### src/rtl/ppu_pkg.sv
// rtl/ppu_pkg.sv - shared PPU types, VRAM/OAM map constants and address decode helpers
package ppu_pkg;

    typedef enum logic [1:0] {
        H_BLANK = 2'd0,
        V_BLANK = 2'd1,
        SCAN    = 2'd2,
        DRAW    = 2'd3
    } PPU_STATES_t;

    typedef enum logic [1:0] {
        DMA_IDLE,
        DMA_SETUP,
        DMA_RD,
        DMA_WR
    } dma_state_t;

    typedef enum logic [1:0] {
        OWN_NONE,
        OWN_CPU,
        OWN_PPU,
        OWN_DMA
    } owner_t;

    localparam logic [15:0] VRAM_BASE = 16'h8000;
    localparam logic [15:0] VRAM_END  = 16'h9FFF;
    localparam logic [15:0] OAM_BASE  = 16'hFE00;
    localparam logic [15:0] OAM_END   = 16'hFE9F;

    function automatic logic in_vram(input logic [15:0] addr);
        return (addr >= VRAM_BASE) && (addr <= VRAM_END);
    endfunction

    function automatic logic in_oam(input logic [15:0] addr);
        return (addr >= OAM_BASE) && (addr <= OAM_END);
    endfunction

endpackage

### src/rtl/oam_dma_engine.sv
// rtl/oam_dma_engine.sv - FF46 OAM DMA sequencer: setup wait, source read, OAM write per byte
import ppu_pkg::*;

module oam_dma_engine #(
    parameter int LEN          = 160,
    parameter int SETUP_CYCLES = 1
) (
    input  logic        clk,
    input  logic        rst,
    input  logic        start,
    input  logic [7:0]  src_page,
    output logic [15:0] src_addr,
    output logic        src_rd,
    input  logic [7:0]  src_data,
    output logic        active,
    output logic        wr_req,
    output logic [15:0] wr_addr,
    output logic [7:0]  wr_data
);

    localparam logic [7:0] LEN_LAST   = 8'(LEN - 1);
    localparam logic [7:0] SETUP_LAST = 8'(SETUP_CYCLES - 1);

    dma_state_t state, next_state;
    logic [7:0] idx;
    logic [7:0] page;
    logic [7:0] setup_cnt;

    // State register; reset aborts any transfer at once
    always_ff @(posedge clk or negedge rst) begin
        if (!rst) state <= DMA_IDLE;
        else      state <= next_state;
    end

    // Next state: a start pulse always restarts from SETUP, even on the last write
    always_comb begin
        next_state = state;
        if (start) begin
            next_state = DMA_SETUP;
        end else begin
            case (state)
                DMA_IDLE:  next_state = DMA_IDLE;
                DMA_SETUP: if (setup_cnt == SETUP_LAST) next_state = DMA_RD;
                DMA_RD:    next_state = DMA_WR;
                DMA_WR:    next_state = (idx == LEN_LAST) ? DMA_IDLE : DMA_RD;
                default:   next_state = DMA_IDLE;
            endcase
        end
    end

    // Page latch, setup wait counter and byte index
    always_ff @(posedge clk or negedge rst) begin
        if (!rst) begin
            idx       <= 8'd0;
            page      <= 8'd0;
            setup_cnt <= 8'd0;
        end else if (start) begin
            idx       <= 8'd0;
            page      <= src_page;
            setup_cnt <= 8'd0;
        end else if (state == DMA_SETUP) begin
            setup_cnt <= setup_cnt + 8'd1;
        end else if (state == DMA_WR) begin
            idx <= (idx == LEN_LAST) ? 8'd0 : idx + 8'd1;
        end
    end

    // Outputs; a write coinciding with a restart is dropped so the old page never lands
    always_comb begin
        active   = (state != DMA_IDLE);
        src_rd   = (state == DMA_RD);
        src_addr = {page, idx};
        wr_req   = (state == DMA_WR) && !start;
        wr_addr  = OAM_BASE + {8'h00, idx};
        wr_data  = src_data;
    end

endmodule

### src/rtl/ppu_mem_arbiter.sv
// rtl/ppu_mem_arbiter.sv - VRAM/OAM port arbiter (DMA > PPU > CPU); mode lockout under PPU_ARB_LOCKOUT_EN
module ppu_mem_arbiter #(
    parameter int DMA_LEN   = 160,
    parameter int DMA_SETUP = 1
) (
    input  logic        clk,
    input  logic        rst,
    input  logic        LCDC_EN,
    input  logic [1:0]  PPU_MODE,
    input  logic        PPU_RD,
    input  logic [15:0] PPU_ADDR,
    output logic [7:0]  PPU_DATA,
    input  logic [15:0] CPU_ADDR,
    input  logic        CPU_RD,
    input  logic        CPU_WR,
    input  logic [7:0]  CPU_WDATA,
    output logic [7:0]  CPU_RDATA,
    output logic        CPU_BLOCKED,
    input  logic        DMA_START,
    input  logic [7:0]  DMA_SRC,
    output logic [15:0] DMA_SRC_ADDR,
    output logic        DMA_SRC_RD,
    input  logic [7:0]  DMA_SRC_DATA,
    output logic        DMA_ACTIVE,
    output logic [15:0] MEM_ADDR,
    output logic        MEM_RD,
    output logic        MEM_WR,
    output logic [7:0]  MEM_WDATA,
    input  logic [7:0]  MEM_RDATA
);
    import ppu_pkg::*;

    logic        dma_wr_req;
    logic [15:0] dma_wr_addr;
    logic [7:0]  dma_wr_data;
    logic        cpu_oam, cpu_hit, cpu_rd, cpu_wr, cpu_grant, ppu_grant, lockout;
    owner_t      owner_d, owner_q;
    logic        cpu_miss_q, ppu_miss_q;
    logic [7:0]  cpu_hold, ppu_hold;

    oam_dma_engine #(
        .LEN          (DMA_LEN),
        .SETUP_CYCLES (DMA_SETUP)
    ) u_dma (
        .clk      (clk),
        .rst      (rst),
        .start    (DMA_START),
        .src_page (DMA_SRC),
        .src_addr (DMA_SRC_ADDR),
        .src_rd   (DMA_SRC_RD),
        .src_data (DMA_SRC_DATA),
        .active   (DMA_ACTIVE),
        .wr_req   (dma_wr_req),
        .wr_addr  (dma_wr_addr),
        .wr_data  (dma_wr_data)
    );

    assign cpu_oam = in_oam(CPU_ADDR);
    assign cpu_hit = in_vram(CPU_ADDR) || cpu_oam;
    assign cpu_wr  = CPU_WR && cpu_hit;
    assign cpu_rd  = CPU_RD && !CPU_WR && cpu_hit;

`ifdef PPU_ARB_LOCKOUT_EN
    PPU_STATES_t mode;
    assign mode    = PPU_STATES_t'(PPU_MODE);
    assign lockout = (LCDC_EN && cpu_oam && (mode == SCAN || mode == DRAW))
                  || (LCDC_EN && in_vram(CPU_ADDR) && mode == DRAW)
                  || (cpu_oam && DMA_ACTIVE);
`else
    logic unused_mode;
    assign unused_mode = ^{LCDC_EN, PPU_MODE};
    assign lockout     = 1'b0;
`endif

    assign ppu_grant   = PPU_RD && !dma_wr_req;
    assign CPU_BLOCKED = (cpu_rd || cpu_wr) && (lockout || PPU_RD || dma_wr_req);
    assign cpu_grant   = (cpu_rd || cpu_wr) && !CPU_BLOCKED;

    // Port mux in priority order; strobes are held off while reset is asserted
    always_comb begin
        MEM_ADDR  = 16'h0000;
        MEM_RD    = 1'b0;
        MEM_WR    = 1'b0;
        MEM_WDATA = 8'h00;
        owner_d   = OWN_NONE;
        if (dma_wr_req) begin
            MEM_ADDR  = dma_wr_addr;
            MEM_WR    = rst;
            MEM_WDATA = dma_wr_data;
            owner_d   = OWN_DMA;
        end else if (ppu_grant) begin
            MEM_ADDR = PPU_ADDR;
            MEM_RD   = rst;
            owner_d  = OWN_PPU;
        end else if (cpu_grant) begin
            MEM_ADDR  = CPU_ADDR;
            MEM_RD    = rst && cpu_rd;
            MEM_WR    = rst && cpu_wr;
            MEM_WDATA = CPU_WDATA;
            owner_d   = cpu_rd ? OWN_CPU : OWN_NONE;
        end
    end

    // Owner tag, refused-read flags and last delivered data for each reader
    always_ff @(posedge clk or negedge rst) begin
        if (!rst) begin
            owner_q    <= OWN_NONE;
            cpu_miss_q <= 1'b0;
            ppu_miss_q <= 1'b0;
            cpu_hold   <= 8'hFF;
            ppu_hold   <= 8'hFF;
        end else begin
            owner_q    <= owner_d;
            cpu_miss_q <= cpu_rd && CPU_BLOCKED;
            ppu_miss_q <= PPU_RD && !ppu_grant;
            cpu_hold   <= CPU_RDATA;
            ppu_hold   <= PPU_DATA;
        end
    end

    // Read steering: owner gets the macro data, a refused reader gets FF, others hold
    always_comb begin
        CPU_RDATA = (owner_q == OWN_CPU) ? MEM_RDATA : (cpu_miss_q ? 8'hFF : cpu_hold);
        PPU_DATA  = (owner_q == OWN_PPU) ? MEM_RDATA : (ppu_miss_q ? 8'hFF : ppu_hold);
    end

endmodule

### config.mk
export PLATFORM = sky130hd
export DESIGN_NAME = ppu_mem_arbiter
export DESIGN_NICKNAME = d
export VERILOG_FILES = /design/src/rtl/ppu_pkg.sv /design/src/rtl/oam_dma_engine.sv /design/src/rtl/ppu_mem_arbiter.sv
export SDC_FILE = /design/constraint.sdc
export NUM_CORES = 1
export LEC_CHECK = 0
export CAP_MARGIN = 20
export CORE_AREA = 2 2 92 94
export CTS_CLUSTER_DIAMETER = 40
export DETAILED_ROUTE_END_ITERATION = 16
export DIE_AREA = 0 0 94 96
export PLACE_DENSITY = 0.74
export SETUP_SLACK_MARGIN = 0.15
export SLEW_MARGIN = 20
export SYNTH_ARGS = -nofsm -noshare
export SYNTH_HDL_FRONTEND = slang
export SYNTH_HIERARCHICAL = 1
export SYNTH_SLANG_ARGS = --single-unit
### constraint.sdc
create_clock -name clk -period 1.9 [get_ports clk]
set_clock_uncertainty 0.05 [all_clocks]
set_input_delay 0.285 -clock clk [delete_from_list [all_inputs] [get_ports clk]]
set_output_delay 0.285 -clock clk [all_outputs]
set_load 0.005 [all_outputs]
Yosys cells after proc, flatten, opt, wreduce, memory -nomap -nowiden. Cells that the tools add are included.

Register bits: 46. Logic and storage cells: 81. Input bits: 73.

Add/subtract/negate cells: 3. Reduce and logical (&&, ||, !) cells: 27. Muxes and demuxes: 30. Equality and inequality tests: 8. Order comparisons: 4.

Operator list (count): $mux W8 (13); $mux W16 (3); $ge A16 B16 Y1 const B (2); $le A16 B16 Y1 const B (2); $add A8 B1 Y8 const B (2); $logic_and A1 B1 Y1 (13); $add A10 B9 Y11 const A (1); $mux W2 (5); $eq A8 B8 Y1 const B (1); $logic_not A8 Y1 (1); $mux W1 (8); $pmux W2 S4 (1); $eq A2 B2 Y1 const B (3); $reduce_bool A2 Y1 (3); $logic_not A1 Y1 (5); $eq A2 B1 Y1 const B (2); $logic_or A1 B1 Y1 (3); $ne A3 B2 Y1 const B (1); $logic_not A2 Y1 (1); $ne A2 B2 Y1 const B (1); $reduce_and A2 Y1 (1).

Depth between registers and ports, before layout. Gate-level depths: netlist (run 1).

Word-level depth: 11. Gate-level depth with buffers: 9. Gate-level depth less buffers: 5.

By module. Netlist (run 1), hierarchy kept.

By module, submodules not included: ppu_mem_arbiter (cells each 184, times used 1, area an instance 1507.7 um^2, seq. area each 520.5 um^2); oam_dma_engine (cells each 150, times used 1, area an instance 1487.7 um^2, seq. area each 650.6 um^2).

Least setup slack after synthesis (run 1). Ideal clock, no wire load.

Kind: input-to-output. Start point: input port DMA_START. End point: output port MEM_ADDR[5]. Required time: 1565 ps. Setup slack: -153 ps. Arrival: 1718 ps. Stages on the path: 8. Cells stage by stage: clkbuf_1 > buf_1 > nor2_1 > buf_4 > nor2_4 > buf_2 > o2111ai_1 > o21ai_0.

Cells in the longest elaborated chain, start to end: 9.

RTL lines: start: declaration (RTL line ppu_mem_arbiter.sv:19) `input logic DMA_START,`; $logic_not A1 Y1 * (RTL line oam_dma_engine.sv:73) `wr_req = (state == DMA_WR) && !start;`; $logic_and A1 B1 Y1 * (RTL line oam_dma_engine.sv:73); net dma_wr_req (RTL line ppu_mem_arbiter.sv:33) `logic dma_wr_req;`; $logic_or A1 B1 Y1 (RTL line ppu_mem_arbiter.sv:76) `assign CPU_BLOCKED = (cpu_rd || cpu_wr) && (lockout || PPU_RD || dma_wr_req);`; $logic_and A1 B1 Y1 (RTL line ppu_mem_arbiter.sv:76); $logic_not A1 Y1 (RTL line ppu_mem_arbiter.sv:77) `assign cpu_grant = (cpu_rd || cpu_wr) && !CPU_BLOCKED;`; $logic_and A1 B1 Y1 (RTL line ppu_mem_arbiter.sv:77); $mux W16 (RTL line ppu_mem_arbiter.sv:95) `end else if (cpu_grant) begin`; $mux W16 (RTL line ppu_mem_arbiter.sv:91) `end else if (ppu_grant) begin`; $mux W16 * (RTL line ppu_mem_arbiter.sv:86) `if (dma_wr_req) begin`; end: declaration (RTL line ppu_mem_arbiter.sv:25) `output logic [15:0] MEM_ADDR,`.

Mark *: on every way through the listed nets, which the timed path passes. The rest lies on a longest branch.

Worst setup path after layout (run 1).
Start point: register u_dma.state[0]. End point: output port MEM_ADDR[1].

Cells in the longest elaborated chain, start to end: 9.

RTL lines: start: declaration (RTL line oam_dma_engine.sv:24) `dma_state_t state, next_state;`; start signal: assignment (RTL line oam_dma_engine.sv:32) `else state <= next_state;`; $eq A2 B2 Y1 * (RTL line oam_dma_engine.sv:73); $logic_and A1 B1 Y1 * (RTL line oam_dma_engine.sv:73); net dma_wr_req (RTL line ppu_mem_arbiter.sv:33); $logic_or A1 B1 Y1 (RTL line ppu_mem_arbiter.sv:76); $logic_and A1 B1 Y1 (RTL line ppu_mem_arbiter.sv:76); $logic_not A1 Y1 (RTL line ppu_mem_arbiter.sv:77); $logic_and A1 B1 Y1 (RTL line ppu_mem_arbiter.sv:77); $mux W16 (RTL line ppu_mem_arbiter.sv:95); $mux W16 (RTL line ppu_mem_arbiter.sv:91); $mux W16 * (RTL line ppu_mem_arbiter.sv:86).

Marked as above.

==> results of run 1 <==
## path summary, 6_finish.rpt
check	slack, ns	startpoint	to
worst min register to register	0.46	u_dma/page[6]	u_dma/page[6]
worst min-delay path	0.42	PPU_RD	owner_q[0]
worst max-delay path	-0.15	u_dma/state[0]	MEM_ADDR[1]
max in group asynchronous	0.97	rst	u_dma/idx[2]
worst max register to register	0.30	u_dma/state[1]	u_dma/setup_cnt[7]
min in group asynchronous	0.54	rst	owner_q[0]
## flip-flops by register name, summed over array words and instances (netlist names)
name / flops
cpu_hold: 8
cpu_miss_q: 1
owner_q: 2
ppu_hold: 8
ppu_miss_q: 1
u_dma/idx: 8
u_dma/page: 8
u_dma/setup_cnt: 8
u_dma/state: 2
## stage by stage
stage	area, um2	hold slack [ns]	power (mW)
after floorplan	3070	-0.0606	1.84
after global placement	4500	0.282	2.56
after global routing	5150	0.427	3.86
after CTS	4850	0.463	3.49
after detailed placement	4500	0.293	2.59
final	5150	0.417	3.63
## what timing repair did
item                                    CTS  global route
gates cloned                              4             3
resized for setup                       235            80
endpoints found under the setup margin   45            47
hold endpoints to repair                  4             0
pin swaps                                20            24
hold buffers                              2             0
setup buffers                            10            10
## power groups by stage
stage / Clock, mW / Sequential (mW) / Combinational [mW]
floorplan: 0 / 1.31 / 0.532
global placement: 0 / 1.32 / 1.24
detailed placement: 0 / 1.33 / 1.26
CTS: 0.850 / 1.31 / 1.33
global route: 0.904 / 1.33 / 1.62
finish: 0.826 / 1.31 / 1.49
## worst max-delay path, stage by stage (launching register included)
cell       delay [ns]
dfrtp_1          0.40
nand2_2          0.11
nor2_4           0.06
nor2_4           0.13
buf_12           0.14
buf_12           0.12
o2111ai_1        0.12
o21ai_1          0.18
buf_2            0.14
## layer usage
metal	vias up	track usage [%]
li1	1498	-
met1	1520	24.3
met4	0	7.13
met2	129	36.3
met5	-	0
met3	12	4.86
## synthesized netlist by cell type, drive strengths merged
master	instances
nand3b	4
o31ai	15
nor4bb	1
nor2b	4
mux2	8
o41ai	2
nand2	46
xor2	2
nor4b	1
or2	1
a22oi	16
a311oi	1
or4b	1
nor2	26
or4	1
buf	39
a221oi	1
clkbuf	5
nand3	6
inv	9
nand2b	2
dfstp	16
o211ai	3
or3	6
o21a	1
nor3	4
and4	2
or2b	2
a41oi	1
dfrtp	30
mux2i	2
ha	3
and2b	2
nand4	4
a32oi	1
o21ai	36
o2111ai	10
and3	1
nand4b	2
and2	2
a21oi	13
conb	2
## cell families after synthesis
| logic type | synth area share (%) |
|---|---|
| AO/OA/AOI/OAI | 24.1 |
| other | 0.251 |
| XOR/XNOR | 0.585 |
| multiplexers | 3.68 |
| adder cells (fa/ha/maj) | 1.25 |
| AND/OR/NAND/NOR | 20.2 |
| buffers and inverters | 10.8 |
| flip-flops | 39.1 |
## cell type report
class | instances | area share, %
Antenna cell | 1 | 0.0486
Clock buffer | 7 | 2.09
Clock inverter | 1 | 0.583
Inverter | 9 | 0.947
Multi-Input combinational cell | 241 | 37.0
Sequential cell | 46 | 22.8
Tap cell | 105 | 2.55
Timing Repair Buffer | 194 | 34.0
==> results.toml, run 1 <==
[pwr]
p_int_mw = 2.54
p_per_area_nw_per_um2 = 705
power_frac_seq_pct = 36.2
pwr-share-clk_pct = 22.7
switchingPower_mw = 1.10
max-vdd-ir-drop_uv = 334
leakagePower_nw = 2.19
swShare_pct = 30.2
pwr-share-comb_pct = 41.1

[worst_hold_path]
min_path_cells = 3
hold_class = "primary input to flip-flop"

[finish]
layout.nets = 573
drive_above_1_share_pct = 44.4
final_cell_mix = "clkdlybuf4s50_1, buf_2, buf_4, nand2_1, dfrtp_1"
layout.cells.non_filler = 604
final_common_cell = "clkdlybuf4s50_1"
multi_input_area_um2 = 1910
fillers = 682
synthToLayoutAreaGrowth_pct = 72.0
regArea_um2 = 1170
fin_util_pct = 64.0

[routing]
postRouteAntennaNets = 0
drc = 0
route.met2.wl_um = 5020
drt_iter0_drc = 136
dr.pass1.iters = 4
top_layer = "met4"
vias_per_cell = 5.23
vias = 3159
wl_met3_um = 661
routed_wl_um = 9690
wl_per_cell_um = 16.0
met1_length_um = 3880

[cts]
cts_sinks = 46
tritoncts = "built"
clock_latency_ns = 0.29
cts_buffers = 5
htreeDepth = 2
root_buffer = "clkbuf_8"
cts.path.max_buffers = 2
path_clk_slew_ns = 0.08

[floorplanning]
ios = 134
die_area_um2 = 9020
initial_utilization_pct = 37.2
fp.dieW_um = 94
die_h_um = 96
coreArea_um2 = 8050
rows = 33

[grt]
grt_remaining_overflow = 0
antenna_found_initial = 1
grt.total_usage_pct = 20.5
grt_max_degree = 30
grt_pass1_wl_um = 14800
grt_pass1_vias = 3200

[yosys]
synth_area_leaders = "dfrtp_1, dfstp_2, buf_4, nand2_1, o21ai_0"
synth.distinct_cells = 58
synthesis.area_um2 = 3000
yosys.area.top_type = "dfrtp_1"
syn-instance-count = 334
ys_ff_latch = 46
yosysWarnings = 6
synth_top_area_share_pct = 25.1
ys_seq_area_share_pct = 39.1
avgSynthCellArea_um2 = 8.97

[sta]
fmax_mhz = 489
finalWorstSetupSlack_ns = -0.145
rsz0062_at_grt = "yes"
setup_viol = 25
period_needed_ns = 2.05
finalMaxSlewViolations = 0
fin_setup_tns_ns = -2.04
hold_viol = 0
fin_crit_sh_pct = 108

[outcome]
violations = "setup timing"
status = "finished, violations left"

[placed_design]
gp_congestion = 0.821
port_buffers = 130
dp_cells = 566
hpwl_um = 6540
place_ws_ns = -0.783

[critical_path]
arrival_ns = 1.71
end_kind = "output pin"
cp_data_required_time_ns = 1.56
r2r_cells = 4
crit_type = "flip-flop to output pin"
cp-start-kind = "flip-flop"
cp_max_fo = 6

[run]
max_cap_violations = 0
(Power assumes the default switching activity.)
==> run 2: changes to the inputs <==
- PLACE_DENSITY: 0.74 -> default
- PLACE_DENSITY_LB_ADDON: default -> 0.1
- clock period: 1.9 -> 1.7 ns (I/O delays scaled with it)
==> run 2 against run 1 <==
The flow still finishes with violations (setup timing); clock power decreased by 14%; die area unchanged; sequential power increased by 12%; flip-flop and latch count unchanged; core utilization increased by 8.2 points; first-iteration DRC count decreased by 18%; final cell count increased by 10%; cell area increased by 13%; critical path depth increased by 1; register-to-register slack got worse by 0.37 ns; largest power group unchanged.
==> results.toml, run 2 (synthesized netlist as in run 1, its figures left out) <==
[critical_path]
end_kind = "output pin"
r2r_end = "cpu_hold[2]"
cp_max_fo = 8
cp_data_required_time_ns = 1.39
reg2reg_slack_ns = -0.07
r2r_cells = 12
crit_type = "flip-flop to output pin"
arrival_ns = 1.78
r2r_start = "owner_q[0]"
cp-start-kind = "flip-flop"

[pwr]
p_per_area_nw_per_um2 = 792
power_mw = 4.60
max-vdd-ir-drop_uv = 390
leakagePower_nw = 2.59

[sta]
hold_slack_ns = 0.462
period_needed_ns = 2.08
fmax_mhz = 480
setup_viol = 42
rsz0062_at_grt = "yes"
hold_viol = 0
finalWorstSetupSlack_ns = -0.384
finalMaxSlewViolations = 0
fin_setup_tns_ns = -10.32
fin_crit_sh_pct = 123

[grt]
grt_pass1_wl_um = 15500
antenna_found_initial = 0
grt_max_degree = 30
grt.total_usage_pct = 21.7
grt_remaining_overflow = 0
grt_pass1_vias = 3222

[routing]
routed_wl_um = 10500
drc = 0
wl_per_cell_um = 15.8
dr.pass1.iters = 4
drt_iter0_drc = 112
vias_per_cell = 5.02
vias = 3351
postRouteAntennaNets = 0

[cts]
path_clk_slew_ns = 0.10
clock_latency_ns = 0.30
cts.path.max_buffers = 2
cts_buffers = 5
tritoncts = "built"
root_buffer = "clkbuf_8"
htreeDepth = 2
cts_sinks = 46

[worst_hold_path]
hold_class = "flip-flop to flip-flop"
min_path_cells = 1
holdCritStartpoint = "u_dma/page[4]"
worstHoldEndpoint = "u_dma/page[4]"

[finish]
antenna_cells = 0
layout.nets = 637
fillers = 610
fin_util_pct = 72.2
final_area_um2 = 5810
multi_input_area_um2 = 2010
layout.cells.non_filler = 667
drive_above_1_share_pct = 53.2
final_cell_mix = "clkdlybuf4s50_1, buf_4, buf_6, buf_2, nand2_1"
synthToLayoutAreaGrowth_pct = 93.9
regArea_um2 = 1180

[floorplanning]
rows = 33
die_h_um = 96
coreArea_um2 = 8050
ios = 134
initial_utilization_pct = 37.2
fp.dieW_um = 94
die_area_um2 = 9020

[placed_design]
placed_area_um2 = 4640
hpwl_um = 6650
port_buffers = 130
gp_congestion = 0.758
dp_cells = 581
place_ws_ns = -0.786

[outcome]
violations = "setup timing"
status = "finished, violations left"

[run]
max_cap_violations = 0
run 2: power breakdown:
group / total [mW] / switching [mW] / internal [mW]
clock network: 0.710 / 0.382 / 0.328
logic: 2.42 / 0.971 / 1.45
registers: 1.47 / 0.0857 / 1.38
total: 4.60 / 1.44 / 3.16
run 2: area by class of cell:
type,instances,share of cell area [%]
multi-input cells,241,34.6
inverters,9,0.711
well taps,105,2.26
repair buffers,258,40.5
flip-flops and latches,46,20.2
clock buffers,6,1.42
clock inverters,2,0.215
run 2: per-layer routing:
metal	vias up	track usage (%)	part of all wire, %
met5	-	0	0
met4	0	4.95	1.2
met3	8	5.64	7.3
met2	112	38.0	50
met1	1603	26.9	41
li1	1628	-	-
run 2: what timing repair did:
item                                    in CTS  in global routing
gates cloned                                 5                  0
setup buffers                               52                 20
pin swaps                                   34                 23
endpoints found under the setup margin      56                 58
hold buffers                                 1                  0
resized for setup                          289                 77
hold endpoints to repair                    30                  0
run 2: worst max-delay path by stage:
stage / cells past startpoint / from / slack [ns] / end
floorplan: 9 / u_dma/state[0] / 0.08 / MEM_ADDR[11]
global placement: 6 / CPU_ADDR[14] / -0.76 / MEM_ADDR[15]
detailed placement: 6 / CPU_ADDR[14] / -0.79 / MEM_WDATA[2]
CTS: 9 / u_dma/state[0] / -0.40 / MEM_ADDR[7]
global route: 9 / u_dma/state[1] / -0.47 / MEM_WDATA[7]
finish: 9 / u_dma/state[1] / -0.38 / MEM_WDATA[7]
run 2: worst max-delay path: stages, from the launching register on:
cell and delay (ns):
dfrtp_2 0.43, nand2_4 0.08, nor2_4 0.05, nor2_4 0.17
buf_6 0.13, buf_6 0.08, buf_8 0.12, nand2_4 0.05
o31ai_2 0.22, buf_2 0.15
